`src/rtl/cpu_types_pkg.sv`:
```
// cpu_types_pkg: shared CPU datapath types used by the cache blocks.
`default_nettype none

package cpu_types_pkg;

  typedef logic [31:0] word_t;

  localparam int ITAG_W = 26;
  localparam int IIDX_W = 4;
  localparam int IBYT_W = 2;

  typedef struct packed {
    logic [ITAG_W-1:0] tag;
    logic [IIDX_W-1:0] idx;
    logic [IBYT_W-1:0] bytoff;
  } icachef_t;

endpackage

`default_nettype wire

```
`src/rtl/icache.sv`:
```
// icache: direct-mapped, one-word-per-frame instruction cache with a
// blocking single-word refill from memory.
`default_nettype none

module icache
  import cpu_types_pkg::*;
#(
  parameter int NFRAMES = 16,
  parameter int IDXW    = 4
) (
  input  logic  CLK,
  input  logic  nRST,
  input  logic  imemREN,
  input  word_t imemaddr,
  output logic  ihit,
  output word_t imemload,
  output logic  iREN,
  output word_t iaddr,
  input  logic  iwait,
  input  word_t iload
);

  localparam int TAGW = 30 - IDXW;

  typedef struct packed {
    logic            valid;
    logic [TAGW-1:0] tag;
    word_t           data;
  } frame_t;

  typedef enum logic [0:0] {
    IDLE  = 1'b0,
    FETCH = 1'b1
  } state_t;

  state_t          state;
  state_t          next_state;
  frame_t          frames [NFRAMES];
  word_t           miss_addr;
  logic [TAGW-1:0] req_tag;
  logic [IDXW-1:0] req_idx;
  logic [TAGW-1:0] miss_tag;
  logic [IDXW-1:0] miss_idx;
  logic            lookup_hit;
  logic            fill;

  assign req_tag    = imemaddr[31:IDXW+2];
  assign req_idx    = imemaddr[IDXW+1:2];
  assign miss_tag   = miss_addr[31:IDXW+2];
  assign miss_idx   = miss_addr[IDXW+1:2];
  assign lookup_hit = frames[req_idx].valid && (frames[req_idx].tag == req_tag);
  assign fill       = (state == FETCH) && !iwait;

  // The refill always targets the latched miss address, so datapath
  // address changes during FETCH cannot redirect or abort it.
  always_ff @(posedge CLK, negedge nRST) begin
    if (!nRST) begin
      state     <= IDLE;
      miss_addr <= '0;
      for (int i = 0; i < NFRAMES; i++) begin
        frames[i] <= '0;
      end
    end else begin
      state <= next_state;
      if ((state == IDLE) && imemREN && !lookup_hit) begin
        miss_addr <= imemaddr & 32'hFFFF_FFFC;
      end
      if (fill) begin
        frames[miss_idx] <= '{valid: 1'b1, tag: miss_tag, data: iload};
      end
    end
  end

  always_comb begin
    next_state = state;
    ihit       = 1'b0;
    imemload   = '0;
    iREN       = 1'b0;
    iaddr      = '0;
    case (state)
      IDLE: begin
        if (imemREN) begin
          if (lookup_hit) begin
            ihit     = 1'b1;
            imemload = frames[req_idx].data;
          end else begin
            next_state = FETCH;
          end
        end
      end
      FETCH: begin
        iREN  = 1'b1;
        iaddr = miss_addr;
        if (!iwait) begin
          next_state = IDLE;
        end
      end
      default: next_state = IDLE;
    endcase
  end

endmodule

`default_nettype wire

```
`config.mk`:
```
export PLATFORM = sky130hd
export DESIGN_NAME = icache
export DESIGN_NICKNAME = d
export VERILOG_FILES = /design/src/rtl/cpu_types_pkg.sv /design/src/rtl/icache.sv
export SDC_FILE = /design/constraint.sdc
export NUM_CORES = 1
export LEC_CHECK = 0
export CAP_MARGIN = 20
export CORE_ASPECT_RATIO = 1.2
export CORE_MARGIN = 2
export CORE_UTILIZATION = 60
export CTS_BUF_LIST = sky130_fd_sc_hd__clkbuf_4 sky130_fd_sc_hd__clkbuf_8 sky130_fd_sc_hd__clkbuf_16
export CTS_CLUSTER_DIAMETER = 200
export DETAILED_ROUTE_END_ITERATION = 7
export PLACE_DENSITY = 0.85
export SYNTH_ARGS = -nofsm -noshare
export SYNTH_HDL_FRONTEND = slang
export SYNTH_SLANG_ARGS = --single-unit
```
`constraint.sdc`:
```
create_clock -name CLK -period 6.6 [get_ports CLK]
set_input_delay 1.32 -clock CLK [delete_from_list [all_inputs] [get_ports CLK]]
set_output_delay 1.32 -clock CLK [all_outputs]
set_load 0.005 [all_outputs]
```
==> summary.txt, run 1 <==
Die
  • Die ar.: 77700 µm²
  • Ports: ~130
  • Initial Util: 60.5%
  • Die width: 255 µm
  • # rows: 110
  • Die Span Y: 305 µm
  • Core area: 74900 µm²

Placement
  • DPL Wire Length: 66.3 mm
  • Placed inst area: 47300 µm²
  • Port-buffer cells: 129
  • Routability cong.: 0.907
  • Placed cells: approximately 4300
  • Pre-CTS setup slack: 298 ps

Yosys
  • Synth Area in Compound Gates: roughly 5.5%
  • Yosys reg bits: a little under 1000
  • Synth Area in Adders: 0%
  • Mapped cell area: 45300 µm²
  • Synth cell types: 58
  • Post-synth EDFFs: 0
  • Simple-Gate Fraction of Synth Area: 6.55%
  • Xor/xnor share of the synthesized area: 0.484%
  • Synth area leader: dfrtp_1
  • Asr flop ratio synth: 100%
  • Largest family of logic cells by synthesized area: multiplexers
  • Top cell type's share of synthesized area: around 54%
  • Top_reg_cell synth: dfrtp_1
  • Post-Syn Instances: ~3300
  • Avg Cell Area, Syn: 13.5 µm²
  • Mux cell area share after synthesis: 30.2%
  • Post-synthesis sequential area ratio: 53.9%
  • Yosys warning count: 0
  • Main area contributors after synthesis: dfrtp_1 54%, mux2_2 17%, mux4_2 11%

Timing
  • Hold Vio Cnt, Final: 0
  • Max-slew violation count: 0
  • PnR worst setup slack: about 200 ps
  • RSZ-0062 raised after global routing: no
  • TNS Setup: 0 ps
  • Period utilisation layout: a little over nine tenths
  • Peak Freq: ~160 MHz
  • Final setup violation count: 0
  • Tmin final: 6400 ps
  • Max_slew headroom: around 26%
  • Least-Margin Pin Slew: 1110 ps
  • Clock Skews: ~20 ps
  • Hold Slack: 463 ps

Global route
  • Largest net degree at the start of global routing: 176
  • GRT Util Overall: 31.4%
  • Number of global-route vias before repair: 31023
  • Total grt overflow: 0
  • Initial antenna violation count: 7
  • First-pass GRT wire length: 185 mm

Worst setup path
  • Reg-to-Reg End: frames[296]
  • Worst Path Required: 5280 ps
  • Critical R2R Launch: state
  • Startpoint Class: input port
  • Setup CP Type: input port to primary output
  • Reg2Reg Depth: 6
  • Critical path arrival: 5080 ps
  • Worst Path Max Fanout: 34
  • Reg2Reg Setup Slack: 2930 ps
  • Kind of end point of the critical path: primary output

Route
  • 1st-iter DRT viols: approximately 2800
  • DRC Markers: 0
  • Vias: approximately 29000
  • Initial DRT Pass Iterations: 6
  • Post-route antenna net violation count: 0
  • Via density: 6.60
  • Wire length per cell: 26.8 µm
  • Total Wirelength: 119 mm

Cells and area
  • Fill count: 4991
  • Layout cells sized above 1: 35.9%
  • Commonest non-fill, non-tap cell in the layout: dfrtp_1
  • Core Util, Final: 67.8%
  • Synth-to-Final Area Change: 12.1%
  • Layout net count: about 3400
  • Layout Cells excl Fill: 4435
  • Most frequent cells in the layout: 975 x dfrtp_1, 674 x mux2_2, 278 x nand2_1
  • Post-layout instance area: 50700 µm²

CTS
  • Setup bufs post-CTS: 0
  • CTS Hold Bufs: 0
  • Clk_lat worst skew: 670 ps
  • Clock sinks: 975
  • Clk buf depth: 3
  • CTS Buf Count: 96
  • Worst-path clk slew: 60 ps
  • TritonCTS clock tree: built
  • CTS root buffer: clkbuf_16
  • H-tree depth: 3
  • Resize count post-CTS: 0

Worst hold path
  • HP Class: flop to flop
  • Worst hold start: frames[412]
  • Worst hold path depth: 1
  • Hold endpoint: frames[412]

Power
  • Clk pwr share: a little over a quarter
  • Total power: around 21 mW
  • Switch share: 28.8%
  • P_sw: 6.19 mW
  • Sequential group share of total power: 47.6%
  • Leak pwr: 22.7 nW
  • Max IR drop VDD: between 300 and 400 µV
  • Comb power frac: 25.6%
  • Power density cells: about 420 nW/µm²
  • P_int: around 15 mW

Job
  • Total of max-cap violations: 0

Run status
  • Run status: completed
-- synthesized netlist by cell type (4+ instances only) --
| master | number |
|---|---|
| a21o_1 | 4 |
| a21oi_1 | 10 |
| a221oi_1 | 7 |
| a22o_1 | 9 |
| a22oi_1 | 62 |
| a31oi_1 | 9 |
| and2_1 | 59 |
| and3_1 | 5 |
| buf_1 | 30 |
| buf_2 | 26 |
| buf_4 | 12 |
| buf_6 | 17 |
| clkbuf_1 | 223 |
| dfrtp_1 | 975 |
| inv_1 | 35 |
| mux2_2 | 674 |
| mux2i_1 | 102 |
| mux4_2 | 224 |
| nand2_1 | 287 |
| nand2b_1 | 17 |
| nand3_1 | 42 |
| nand4_1 | 36 |
| nor2_1 | 25 |
| nor2b_1 | 14 |
| nor3_1 | 35 |
| nor3b_1 | 5 |
| nor3b_2 | 29 |
| nor4_1 | 5 |
| o21ai_0 | 265 |
| o31ai_1 | 31 |
| or2_2 | 7 |
| xnor2_1 | 14 |
| xor2_1 | 11 |
-- flip-flops by register name (all words and copies together), names as in the netlist --
signal and count:
frames 944, miss_addr 30, state 1
-- metal layers --
layer / up-vias / routed length (µm) / global-route usage, %
met3: 382 / 11200 / 6.86
met2: 1469 / 57700 / 50.2
met5: - / 51 / 0
li1: 12178 / - / -
met1: 15236 / 44800 / 42.0
met4: 8 / 4960 / 12.9
-- cell families (layout without fill, tap and decap cells) --
| kind of cell | count (synthesis) | in the layout |
|---|---|---|
| multiplexers | 1000 | 1000 |
| flip-flops | 975 | 975 |
| AND/OR/NAND/NOR | 579 | 579 |
| AO/OA/AOI/OAI | 419 | 419 |
| buffers and inverters | 347 | 424 |
| XOR/XNOR | 25 | 25 |
| other | 1 | 5 |
-- worst max-delay path by stage --
stage	slack, ps	cells past startpoint	endpoint	startpoint
after floorplan	1540	8	imemload[21]	imemaddr[2]
after global placement	340	10	imemload[31]	imemaddr[5]
after detailed placement	300	10	imemload[0]	imemaddr[5]
after CTS	270	10	imemload[0]	imemaddr[5]
after global routing	9	10	imemload[1]	imemaddr[2]
final	200	10	imemload[26]	imemaddr[5]
-- critical path: stages --
cell             delay, ps
buf_2                  240
nor2b_1                910
a22oi_1                260
a31oi_1                490
nand4_1                160
nor4b_1                500
nand4_4                150
buf_12                 240
nor3b_2                210
clkdlybuf4s50_1        540
-- area by class of cell --
type	count	area, µm²	share of cell area [%]
well taps	1008	1260	2.49
diodes	3	7.51	0.0148
multi-input cells	2025	19500	38.5
inverters	37	141	0.279
clock buffers	144	2950	5.81
clock inverters	33	415	0.819
repair buffers	210	2050	4.04
flip-flops and latches	975	24400	48.1
-- power groups by stage --
stage / Combinational, mW / Clock, mW / Sequential, mW
2_1_floorplan: 4.23 / 0 / 9.68
3_3_place_gp: 5.16 / 0 / 10.0
3_5_place_dp: 5.40 / 0 / 10.2
4_1_cts: 5.51 / 5.80 / 10.2
5_1_grt: 5.96 / 6.06 / 10.5
6_report: 5.50 / 5.75 / 10.2
Power figures use the tool's default switching activity.
==> run 2: changes to the inputs <==
--- a/config.mk
+++ b/config.mk
@@ -16,3 +16,4 @@
 export SYNTH_ARGS = -nofsm -noshare
 export SYNTH_HDL_FRONTEND = slang
 export SYNTH_SLANG_ARGS = --single-unit
+export TNS_END_PERCENT = 10
==> results of run 2 <==
Final layout, timing and power as in run 1 (identical DEF).
